`src/rtl/rst_seq_pkg.sv`:
```
`default_nettype none
// ============================================================================
//  Module   : rst_seq_pkg
//  Brief    : Shared types and elaboration helpers for the reset sequencer.
//  Revision : 1.0  initial release
// ============================================================================
package rst_seq_pkg;

    // Sequencer phases: initial hold, inter-domain steps, all released
    typedef enum logic [1:0] {
        HOLD = 2'd0,
        STEP = 2'd1,
        DONE = 2'd2
    } rst_seq_state_e;

    function automatic int rst_seq_max(input int a, input int b);
        return (a > b) ? a : b;
    endfunction

    // Timer must be able to hold the larger of the two schedule lengths
    function automatic int rst_seq_cnt_w(input int hold, input int step);
        return $clog2(rst_seq_max(hold, step) + 1);
    endfunction

    // Domain index width, never narrower than one bit
    function automatic int rst_seq_idx_w(input int n);
        return (n > 1) ? $clog2(n) : 1;
    endfunction

    function automatic bit rst_seq_params_ok(input int n, input int hold, input int step);
        return (n >= 1) && (hold >= 1) && (step >= 1);
    endfunction

endpackage
`default_nettype wire

```
`src/rtl/rst_seq_timer.sv`:
```
`default_nettype none
// ============================================================================
//  Module   : rst_seq_timer
//  Brief    : Saturating up-counter with synchronous clear and a terminal-count
//             flag raised when the count equals the supplied limit.
//  Revision : 1.0  initial release
// ============================================================================
module rst_seq_timer #(
    parameter int CNT_W = 4
) (
    input  logic             clk,
    input  logic             RST,
    input  logic             clr_i,
    input  logic             en_i,
    input  logic [CNT_W-1:0] limit_i,
    output logic             tc_o
);

    logic [CNT_W-1:0] cnt_q;
    logic [CNT_W-1:0] cnt_d;

    // Terminal count: the release is due on the edge that sees this high
    assign tc_o = (cnt_q == limit_i);

    // Next count: clear wins, otherwise advance and stop at the limit
    always_comb begin
        cnt_d = cnt_q;
        if (clr_i) begin
            cnt_d = '0;
        end else if (en_i && !tc_o) begin
            cnt_d = cnt_q + CNT_W'(1);
        end
    end

    // Counter register, cleared asynchronously with the incoming reset
    always_ff @(posedge clk or negedge RST) begin
        if (!RST) begin
            cnt_q <= '0;
        end else begin
            cnt_q <= cnt_d;
        end
    end

endmodule
`default_nettype wire

```
`src/rtl/rst_sequencer.sv`:
```
`default_nettype none
// ============================================================================
//  Module   : rst_sequencer
//  Brief    : Releases NUM_OUTS active-low reset domains one at a time in a
//             fixed order on a HOLD/STEP cycle schedule, flags Ready when all
//             are out of reset, and restarts on a software reset request.
//  Revision : 1.0  initial release
// ============================================================================
module rst_sequencer
    import rst_seq_pkg::*;
#(
    parameter int NUM_OUTS    = 4,
    parameter int HOLD_CYCLES = 16,
    parameter int STEP_CYCLES = 8
) (
    input  logic                clk,
    input  logic                RST,
    input  logic                SW_RST_REQ,
    output logic [NUM_OUTS-1:0] Seq_RST,
    output logic                Ready
);

    localparam int  CNT_W     = rst_seq_cnt_w(HOLD_CYCLES, STEP_CYCLES);
    localparam int  IDX_W     = rst_seq_idx_w(NUM_OUTS);
    localparam bit  PARAMS_OK = rst_seq_params_ok(NUM_OUTS, HOLD_CYCLES, STEP_CYCLES);

    localparam logic [IDX_W-1:0] LAST_IDX   = IDX_W'(NUM_OUTS - 1);
    localparam logic [CNT_W-1:0] HOLD_LIMIT = CNT_W'(HOLD_CYCLES - 1);
    localparam logic [CNT_W-1:0] STEP_LIMIT = CNT_W'(STEP_CYCLES - 1);

    if (!PARAMS_OK) begin : g_param_check
        $error("rst_sequencer: NUM_OUTS, HOLD_CYCLES and STEP_CYCLES must all be >= 1");
    end

    rst_seq_state_e      state_q;
    logic [IDX_W-1:0]    index_q;
    logic [NUM_OUTS-1:0] seq_rst_q;
    logic                ready_q;

    logic                w_tc;
    logic                w_release;
    logic                w_timer_clr;
    logic                w_timer_en;
    logic [CNT_W-1:0]    w_limit;

    // A release is due whenever the timer reaches the current phase length
    assign w_release   = w_tc && (state_q != DONE);
    // The timer restarts after every release and on every software request
    assign w_timer_clr = SW_RST_REQ || w_release;
    assign w_timer_en  = (state_q != DONE);
    assign w_limit     = (state_q == HOLD) ? HOLD_LIMIT : STEP_LIMIT;

    rst_seq_timer #(
        .CNT_W (CNT_W)
    ) u_timer (
        .clk     (clk),
        .RST     (RST),
        .clr_i   (w_timer_clr),
        .en_i    (w_timer_en),
        .limit_i (w_limit),
        .tc_o    (w_tc)
    );

    // Sequencer FSM: software request restarts from HOLD, releases set one
    // bit at a time in index order so the outputs stay thermometer-coded
    always_ff @(posedge clk or negedge RST) begin
        if (!RST) begin
            state_q   <= HOLD;
            index_q   <= '0;
            seq_rst_q <= '0;
            ready_q   <= 1'b0;
        end else if (SW_RST_REQ) begin
            state_q   <= HOLD;
            index_q   <= '0;
            seq_rst_q <= '0;
            ready_q   <= 1'b0;
        end else begin
            case (state_q)
                HOLD, STEP: begin
                    if (w_tc) begin
                        seq_rst_q[index_q] <= 1'b1;
                        if (index_q == LAST_IDX) begin
                            state_q <= DONE;
                        end else begin
                            index_q <= index_q + IDX_W'(1);
                            state_q <= STEP;
                        end
                    end
                end
                DONE: begin
                    ready_q <= 1'b1;
                end
                default: begin
                    state_q <= HOLD;
                end
            endcase
        end
    end

    assign Seq_RST = seq_rst_q;
    assign Ready   = ready_q;

endmodule
`default_nettype wire

```
`config.mk`:
```
export PLATFORM = sky130hd
export DESIGN_NAME = rst_sequencer
export DESIGN_NICKNAME = d
export VERILOG_FILES = /design/src/rtl/rst_seq_pkg.sv /design/src/rtl/rst_seq_timer.sv /design/src/rtl/rst_sequencer.sv
export SDC_FILE = /design/constraint.sdc
export NUM_CORES = 1
export LEC_CHECK = 0
export ABC_CLOCK_PERIOD_IN_PS = 1500
export BUFFER_PORTS_ARGS = -buffer_cell sky130_fd_sc_hd__buf_2
export CELL_PAD_IN_SITES_DETAIL_PLACEMENT = 1
export CELL_PAD_IN_SITES_GLOBAL_PLACEMENT = 1
export CORE_UTILIZATION = 39
export CTS_CLUSTER_DIAMETER = 60
export DETAILED_ROUTE_END_ITERATION = 10
export GPL_TIMING_DRIVEN = 0
export PLACE_DENSITY = 0.73
export SYNTH_ARGS = -nofsm -noshare
export SYNTH_HDL_FRONTEND = slang
export SYNTH_SLANG_ARGS = --single-unit
export TNS_END_PERCENT = 30
```
`constraint.sdc`:
```
create_clock -name clk -period 1.5 [get_ports clk]
set_input_delay 0 -clock clk [delete_from_list [all_inputs] [get_ports clk]]
set_output_delay 0 -clock clk [all_outputs]
set_load 0.005 [all_outputs]
```
Word level (Yosys, flattened, before mapping)
Index checks and enable logic that the tools add are counted.

Add/sub/neg operators: 2. Order comparisons: 2. Equality and inequality tests: 8. Mux-type cells: 18. Bitwise logic cells: 1. Reductions and logical operators: 14.

Operators with widths (number): $mux 4 (4); $mux 2 (7); $mux 5 (2); $reduce_bool 2->1 (4); $ne 2x2->1 const B (3); $add 5x1->5 const B (1); $eq 5x4->1 (1); $eq 2x2->1 const B (2); $or 4x4->4 (1); $pmux 2 s2 (1); $reduce_and 2->1 (2); $logic_and 1x1->1 (3); $lt 2x3->1 const B (1); $mux 1 (3); $ne 3x2->1 const B (1); $reduce_and 3->1 (1); $add 2x1->2 const B (1); $demux 1 s2 (1); $eq 2x1->1 const B (1); $ge 2x1->1 const B (1); $logic_not 2->1 (1); $reduce_or 2->1 (1); $logic_not 1->1 (1); $logic_or 1x1->1 (1).

Register bits: 14. Bits of input ports: 3. Output and inout port bits: 5.

Logic depth before layout (Yosys ltp)
Gate-level depths: netlist (run 1).

Depth after elaboration: 8. Mapped depth: 4. Mapped depth without buffers: 4.

Cells and area by module
Synthesis (run 1) repeated with hierarchy kept, for this count alone.

Cells, all modules: 86. Area, all modules: 848.3 um^2.

Modules (own cells, without submodules): rst_sequencer (instances 1, cells an instance 46, area an instance 475.5 um^2, sequential area each 225.2 um^2); rst_seq_timer (instances 1, cells an instance 40, area an instance 372.9 um^2, sequential area each 125.1 um^2).

Worst setup path after synthesis (run 1)
Ideal clock, no wire load.

Kind: register to register. Start: register u_timer.cnt_q[0]. End: register state_q[0]. Arrival: 1.407 ns. Required time: 1.413 ns. Slack: 0.007 ns. Stages on the path, launching flop included: 5. Clock period less this slack: 1.493 ns. Cell sequence: dfrtp_1 -> ha_1 -> nand3b_2 -> or4_1 -> a211oi_2.

Longest elaborated chain between the ends: 3.

RTL lines: start, declared (line rst_seq_timer.sv:19) `logic [CNT_W-1:0] cnt_q;`; start signal, assigned (line rst_seq_timer.sv:40) `cnt_q <= cnt_d;`; $eq 5x4->1 (line rst_seq_timer.sv:23) `assign tc_o = (cnt_q == limit_i);`; $ne 3x2->1 (no line); $reduce_and 2->1 (no line); end signal, assigned (line rst_sequencer.sv:68) `state_q <= HOLD;`; end signal, assigned (line rst_sequencer.sv:73) `state_q <= HOLD;`; end signal, assigned (line rst_sequencer.sv:83) `state_q <= DONE;`; end, declared (line rst_sequencer.sv:35) `rst_seq_state_e state_q;`.

No other way between the ends. A chain may end at the register's enable or synchronous reset.

Worst setup path in the final report (run 1)
Start: register index_q[0]. End: register state_q[0].

Longest elaborated chain between the ends: 5.

RTL lines: start, declared (line rst_sequencer.sv:36) `logic [IDX_W-1:0] index_q;`; start signal, assigned (line rst_sequencer.sv:85) `index_q <= index_q + IDX_W'(1);`; $eq 2x2->1 (line rst_sequencer.sv:82) `if (index_q == LAST_IDX) begin`; $mux 2 (line rst_sequencer.sv:82); $mux 2 (line rst_sequencer.sv:80) `if (w_tc) begin`; $pmux 2 s2 (line rst_sequencer.sv:78) `case (state_q)`; $mux 2 (line rst_sequencer.sv:72) `end else if (SW_RST_REQ) begin`; end signal, assigned (line rst_sequencer.sv:73); end signal, assigned (line rst_sequencer.sv:83); end signal, assigned (line rst_sequencer.sv:86) `state_q <= STEP;`.

No other way between the ends. The select of a mux whose other input is x is not followed.

==> results of run 1 <==
==> cells in the final DEF, fill, tap and decap left out, types with 2 or more instances in the layout <==
cell type                       netlist  routed
sky130_fd_sc_hd__inv_1                6       6
sky130_fd_sc_hd__o21ai_0              3       3
sky130_fd_sc_hd__a31oi_1              3       3
sky130_fd_sc_hd__nand2_1              2       2
sky130_fd_sc_hd__nor3_1               3       2
sky130_fd_sc_hd__ha_1                 5       3
sky130_fd_sc_hd__dfrtp_1             14      13
sky130_fd_sc_hd__dlygate4sd3_1        0       2
sky130_fd_sc_hd__buf_2                2       9
sky130_fd_sc_hd__a21oi_1              6       6
sky130_fd_sc_hd__clkbuf_4             0       3
sky130_fd_sc_hd__o311ai_1             2       2
sky130_fd_sc_hd__buf_4                0       3
sky130_fd_sc_hd__nor2_1               7       7
sky130_fd_sc_hd__nand3_1              4       4
==> worst reg2reg max path: stages, from the launching register on <==
cell                       delay (ps)
sky130_fd_sc_hd__dfrtp_1          440
sky130_fd_sc_hd__ha_2             240
sky130_fd_sc_hd__or4_4            530
sky130_fd_sc_hd__a211oi_2         180
==> state kept, by name (all words and copies together), names as in the netlist <==
register	count
Ready	1
Seq_RST	4
index_q	2
u_timer.cnt_q	5
state_q	2
==> cells by family (layout without fill, tap and decap cells) <==
| logic type | after synthesis | count (layout) | synth area share (%) |
|---|---|---|---|
| mux | 1 | 1 | 1.47 |
| compound gates | 20 | 20 | 17.8 |
| xor+xnor | 2 | 2 | 2.28 |
| fa+ha+maj | 5 | 5 | 8.16 |
| buf+inv | 9 | 25 | 4.73 |
| flops | 14 | 14 | 45.7 |
| simple gates | 26 | 26 | 19.9 |
==> repair_timing <==
item                       4_1_cts  5_1_grt
hold buffers                     2        0
buffers inserted                 3        0
hold endpoints to repair        15        0
pin swaps                        1        1
setup endpoints to repair        2        3
gates resized for setup          4        4
==> layout make-up <==
| class | count | area (sq um) | share of cell area [%] |
|---|---|---|---|
| Multi-Input combinational cell | 54 | 415 | 43.8 |
| Timing Repair Buffer | 12 | 77.6 | 8.18 |
| Clock buffer | 4 | 36.3 | 3.83 |
| Buffer | 3 | 13.8 | 1.45 |
| Inverter | 6 | 22.5 | 2.37 |
| Tap cell | 25 | 31.3 | 3.30 |
| Sequential cell | 14 | 352 | 37.1 |
==> power by group through the flow <==
stage / clock [uW] / combinational (uW) / sequential [uW]
floorplan: 0 / 21.8 / 397
global placement: 0 / 38.7 / 398
detailed placement: 0 / 40.0 / 399
CTS: 296 / 58.2 / 393
global route: 313 / 65.4 / 394
finish: 287 / 57.8 / 393
==> routing by layer <==
metal | wire [um] | share of wire [%] | up-vias | global-route usage [%]
met4 | 48 | 2.7 | 0 | 12.9
met2 | 837 | 46 | 10 | 29.4
met3 | 37 | 2.0 | 5 | 3.92
met5 | 0 | 0 | - | 0
met1 | 884 | 49 | 314 | 23.9
li1 | - | - | 310 | -
==> metrics by stage <==
step | hold WS [ps] | setup WS [ps]
after global placement | -80.9 | -91.7
after detailed placement | -81.3 | -133
after global routing | 153 | -20.7
after floorplan | -296 | 6.66
after CTS | 134 | 2.33
final | 125 | 31.0
==> final timing paths <==
path	startpoint	end	slack [ps]	cells past startpoint
worst max-delay path	index_q[0]	state_q[0]	30	3
worst min-delay path	RST	Seq_RST[0]	130	2
worst max register to register	index_q[0]	state_q[0]	30	3
worst min register to register	Seq_RST[0]	Seq_RST[0]	500	2
max in group asynchronous	RST	state_q[1]	1100	2
min in group clk	SW_RST_REQ	state_q[0]	480	3
==> results.txt, run 1 <==
* Power density normalized to cell area: approximately 800 mW/mm^2
- For this configuration, the core starts out at a cell density of between 40% and 50%.
- The biggest area contributor in the post-synthesis netlist is sky130_fd_sc_hd__dfrtp_1.
- Fraction of layout cells with a size suffix above 1: between 20% and 30%
* Final Hold Viols: 0
* Largest net degree at the start of global routing: 15
- Summing every instance area after synthesis gives around 770 sq um.
- Tightest Hold Check Type: in2async
* Weighted congestion at the end of routability-driven global placement: a little over 0.7
- The floorplan step defined a die boundary enclosing between 0.002 and 0.0025 sq mm.
- Most frequent cells after synthesis: sky130_fd_sc_hd__dfrtp_1, sky130_fd_sc_hd__nor2_1, sky130_fd_sc_hd__a21oi_1, sky130_fd_sc_hd__inv_1, sky130_fd_sc_hd__ha_1
- Most instantiated flip-flop cell in the synthesis netlist: sky130_fd_sc_hd__dfrtp_1
- Site Rows: 15
- Cell area reported after detailed placement: around 830 sq um
* Mean routed wirelength per cell: ~15 um
- CTS H-Tree Depth: 1
- DRT Wirelength: about 1.8 mm
* Die Height: roughly 46 um
* Vias in the first global route: slightly above 600
- Reported max-cap violation count: 0
- Count of buffering cells on the critical path with inverters included: 0
- The synthesized design devotes to its leading area cell type about 46% of total area.
- TritonCTS created 3 clock buffers.
- For this run, the slowest stage of the critical path takes roughly 530 ps.
- Setup violations remaining at the end of the flow were counted as 0.
* Crit path max-delay cell type: sky130_fd_sc_hd__or4_4
- Global-route wire length before repair: approximately 2.8 mm
- Cells along the critical path: ha_2 -> or4_4 -> a211oi_2
* Number of pins with negative max-slew slack in the final report: 0
- The number of antenna violations at the first check in global routing is 0.
- Horizontal die dimension: between 40 and 50 um
* Final sum of negative setup slack: 0 ps
- Count of antenna-violating nets left after detailed routing: 0
* Via density per instance: 5.42
* Number of placed instances with taps included: about 110
- VDD sags by at most 421 uV.
* Count of unique library cells instantiated by Yosys: 31
- The worst setup path is launched from a flip-flop.
- After clock tree synthesis, the clock-pin slew on the worst setup and hold paths is ~100 ps.
- Among all cell types in the netlist, the one instantiated most often is sky130_fd_sc_hd__dfrtp_1.
* Total Power: approximately 740 uW
- Final antenna diode count: 0
- Syn_nets: 85
- Final clock period utilization by the worst path: just under 100%
- Among cell families on the critical path, the largest total delay comes from simple AND/OR/NAND/NOR gates.
* TritonCTS Sinks: 14
* Clock tree from TritonCTS: built
- Global routing used between 15 and 20% of the available tracks across all layers.
* CP endpoint kind: flip-flop
- Number of nets at the end of the flow: slightly above 100
* Internal power: 558 uW
- In this run the worst path has a maximum fanout of 4.
* Seq cells post-synth: 14
- Summing all non-filler instances in the final layout gives an area of approximately 950 sq um.
- During placement, the flow inserted port buffers numbering 7.
- Clock skew on the completed layout was measured at around 8.1 ps.
- Utilization after layout: between 50% and 60%
- Setup repair after global routing could not meet its margin everywhere.
* Worst Tran Pin Value: between 500 and 600 ps
- Final HPWL from detailed placement: about 1.2 mm
- Number of flops mapped to enable cells by yosys: 0
- A synthesized cell averages around 10 sq um.
- Data on the critical path is required at its endpoint by 1720 ps.
- No sink is reached through more buffers than the 2 on the longest clock path.
- Remaining global-route overflow: 0
- Synthesis handed over a netlist of 77 instances.
- Critical Setup Path Class: reg2reg
* Asr flop ratio synth: between 90% and 100%
- Summing over every cut layer, the via total after detailed routing is 639.
- The pre-antenna-repair detailed-routing pass consisted of 4 iterations.
* Clock latency on the worst-skew pair: roughly 290 ps
* Critical path arrival: between 1500 and 2000 ps
* Share of total power in the clock network: 38.9%
- From synthesis to final layout, the design area changed by 23.7%.
- The worst pin sits at a relative slew slack of between 60% and 70%.
* Top-Level Pins: 8
- For this design the total switching power over the nets is between 150 and 200 uW.
- The core region is between 0.0015 and 0.002 sq mm.
* Max Clk Rate: approximately 680 MHz
* Switching power as a share of total power: between 20% and 30%
* Leakage: ~0.00045 uW
- Yosys attributes the largest share of cell area to sky130_fd_sc_hd__dfrtp_1, sky130_fd_sc_hd__ha_1, sky130_fd_sc_hd__a21oi_1.
* Portion of total power attributed to combinational logic: 7.8%
- Sequential share of the synthesized area: between 40 and 50%
* Fill cell total of the finished layout: ~200
- Final std cells w/o fill: between 100 and 150
* Number of DRC markers after the initial detailed-route iteration: 12
* Run status: finished clean
* Sequential Power Share: between 50% and 60%
- Count of yosys warnings during synthesis: 0
- For this run, design rule violations remaining after detail routing come to 0.
- Time the worst path needs with I/O delays and setup: roughly 1500 ps
- Root cell of the clock tree: sky130_fd_sc_hd__clkbuf_4
No activity file was read; power rests on OpenSTA's default activity.
==> run 2: changes to the inputs <==
--- a/config.mk
+++ b/config.mk
@@ -9,11 +9,13 @@
 export BUFFER_PORTS_ARGS = -buffer_cell sky130_fd_sc_hd__buf_2
 export CELL_PAD_IN_SITES_DETAIL_PLACEMENT = 1
 export CELL_PAD_IN_SITES_GLOBAL_PLACEMENT = 1
-export CORE_UTILIZATION = 39
+export CORE_UTILIZATION = 40
+export CTS_BUF_LIST = sky130_fd_sc_hd__clkbuf_2
 export CTS_CLUSTER_DIAMETER = 60
 export DETAILED_ROUTE_END_ITERATION = 10
 export GPL_TIMING_DRIVEN = 0
-export PLACE_DENSITY = 0.73
+export PLACE_DENSITY = 0.74
+export SLEW_MARGIN = 20
 export SYNTH_ARGS = -nofsm -noshare
 export SYNTH_HDL_FRONTEND = slang
 export SYNTH_SLANG_ARGS = --single-unit
==> results.txt, run 2 (synthesis gave the netlist of run 1 again) <==
- The peak ir drop on the vdd network was 347 uV (-17%).
* Number of I/O port buffers: 7 (unchanged)
- Final Hold Viols: 0 (unchanged)
- TritonCTS Sinks: 14 (unchanged)
- The timing-limited maximum frequency was 679 MHz (-0.28%).
- The area of the core came to 0.00176 sq mm (-1.1%).
- The insertion delay to the later sink of the worst-skew pair came to 280 ps (about the same).
- Power density normalized to cell area: 673 mW/mm^2 (-13%)
* RSZ-0062 raised after global routing: yes
- Tightest Hold Check Type: in2async
* Site Rows: 15 (unchanged)
- Crit path max-delay cell type: sky130_fd_sc_hd__or4_4
- The relative slew slack is 64.7% (-0.56 points).
* Horizontal die dimension: 45.8 um (-1.2%)
* Max reg flops: 5 (unchanged)
* Clock tree from TritonCTS: built
- Fraction of layout cells with a size suffix above 1: 30.9% (+3.0 points)
- The required time of the worst setup path is 1710 ps (about the same).
- The static leakage is 0.000459 uW (+2.4%).
* Family with the most delay on the worst path: simple AND/OR/NAND/NOR gates
- The number of buffers added by the clock tree synthesis step is 3 (unchanged).
- Initial antenna violation count: 0 (unchanged)
* Number of nets at the end of the flow: 106 (+3.9%)
- The die height is 45.8 um (-1.2%).
* Top-Level Pins: 8 (unchanged)
- The total congestion overflow came to 0 (unchanged).
- Cells along the critical path: ha_4 -> nand3b_4 -> or4_4 -> a211oi_2
* Global-route wire length before repair: 3.23 mm (+16%)
* Final clock period utilization by the worst path: 98.2% (+0.28 points)
- The cell sitting at the root of the clock tree is a sky130_fd_sc_hd__clkbuf_2.
- The endpoint arrival time on the critical path is 1680 ps (about the same).
- Critical Setup Path Class: reg2reg
- The final instance count without filler cells was 122 (+3.4%).
* Number of search-and-repair iterations in the first detailed-routing pass: 4 (unchanged)
- Run status: finished clean
- The detailed placement HPWL came to 1.32 mm (+9.1%).
* GRT Resource Usage Total: 22.4% (+3.2 points)
- Via count: 684 (+7.0%)
- Full die area: 0.00210 sq mm (-2.4%)
* Setup violation total in the final timing report: 0 (unchanged)
- The post-layout worst setup margin came to 26.9 ps (-4.15 ps).
- The starting density of the core was 43.5% (+0.46 points).
- The largest clock skew in the final design is 10.5 ps (+2.39 ps).
- Reported max-cap violation count: 0 (unchanged)
- Largest net degree at the start of global routing: 15 (unchanged)
* CTS H-Tree Depth: 1 (unchanged)
- CP endpoint kind: flip-flop
- Highest-count cells in the layout ignoring fill and taps: sky130_fd_sc_hd__dfrtp_1, sky130_fd_sc_hd__buf_4, sky130_fd_sc_hd__nor2_1, sky130_fd_sc_hd__buf_2
* Register clock-pin slew on the reported worst setup and hold paths: 160 ps (+60 ps)
* Via density per instance: 5.61 (+3.5%)
- In this run the critical register-to-register path is launched from u_timer.cnt_q[0].
- The transition time at the pin with the least slew margin is 525 ps (+8.28 ps).
- Leaving out fill and tap cells, the most frequent cell in the layout is sky130_fd_sc_hd__dfrtp_1.
* Worst setup slack before clock tree synthesis: -160 ps (-27.1 ps)
- Register bank with the most flops: u_timer.cnt_q
* CP startpoint kind: flip-flop
- The DRC marker count from the first detailed-route iteration is 13 (+1).
- The overall power after layout is 651 uW (-12%).
- Post-detailed-route DRC marker count: 0 (unchanged)
- Worst Setup SP: u_timer.cnt_q[0]
* Deepest clock path buffer count: 2 (unchanged)
- The sum of buffers and inverters on the critical path is 0 (unchanged).
- CP Max Fanout: 4 (unchanged)
- Mean routed wirelength per cell: 16.6 um (+8.0%)
- The total routed wirelength came to 2.02 mm (+12%).
- Vias in the first global route: 670 (+8.4%)
- The shortest clock period the worst path allows after layout came to 1470 ps (+4.15 ps).
* Number of pins with negative max-slew slack in the final report: 0 (unchanged)
* Delay of the slowest cell on the worst path: 520 ps (about the same)
- The last weighted congestion value of the routability-driven placer was 0.780 (+9.9%).
* Final antenna diode count: 0 (unchanged)
- Count of antenna-violating nets left after detailed routing: 0 (unchanged)
- Number of placed instances with taps included: 109 (unchanged)
- From synthesis to final layout, the design area changed by 26.1%.
==> run 2: path summary, 6_finish.rpt <==
kind | cells after the start | end | slack (ps)
min in group clk | 3 | state_q[0] | 470
worst min-delay path | 2 | u_timer.cnt_q[3] | 120
worst min register to register | 2 | Seq_RST[1] | 520
max in group asynchronous | 2 | state_q[1] | 1100
worst max-delay path | 4 | state_q[0] | 30
worst max register to register | 4 | state_q[0] | 30
==> run 2: area by class of cell <==
cell class	instances	area (sq um)
plain buffers	2	11.3
multi-input cells	54	415
repair buffers	17	115
clock buffers	3	15.0
fillers	217	797
flip-flops and latches	14	353
clock inverters	1	3.75
well taps	25	31.3
inverters	6	22.5
==> run 2: power breakdown <==
part           switching [uW]  total (uW)  internal [uW]  leakage (uW)
Clock                     132         190           58.0     0.0000140
Sequential               8.43         393            384      0.000190
Combinational            34.8        68.4           33.6      0.000255
Total                     176         651            476      0.000459
==> run 2: what timing repair did <==
item / CTS / global route
hold endpoints to repair: 15 / 0
endpoints found under the setup margin: 2 / 7
buffers inserted: 6 / 2
resized for setup: 6 / 5
hold buffers: 2 / 0
pin swaps: 2 / 2
==> run 2: worst register-to-register path: cells and delay by family, from the launching register on <==
family	cells	cell delay [ps]
adders and majority gates	1	180
DFF	1	420
and+or+nand+nor	2	600
AOI/OAI and AO/OA	1	200
==> run 2: per-layer routing <==
layer  track usage (%)  up-vias  wire (um)
met1              30.9      342        977
met5                 0        -          0
met3              2.78        6         40
met4              10.6        0         37
met2              34.6       12        965
li1                  -      324          -
==> run 2: through the flow <==
| step | instance area (sq um) | hold WS (ps) | utilization (%) | setup TNS [ps] |
|---|---|---|---|---|
| after floorplan | 767 | -296 | - | 0 |
| after global placement | 833 | -83.3 | 47.2 | -201 |
| after detailed placement | 833 | -80.1 | 47.2 | -257 |
| after CTS | 941 | 129 | 53.3 | 0 |
| after global routing | 967 | 158 | 54.8 | -29.5 |
| final | 967 | 125 | 54.8 | 0 |
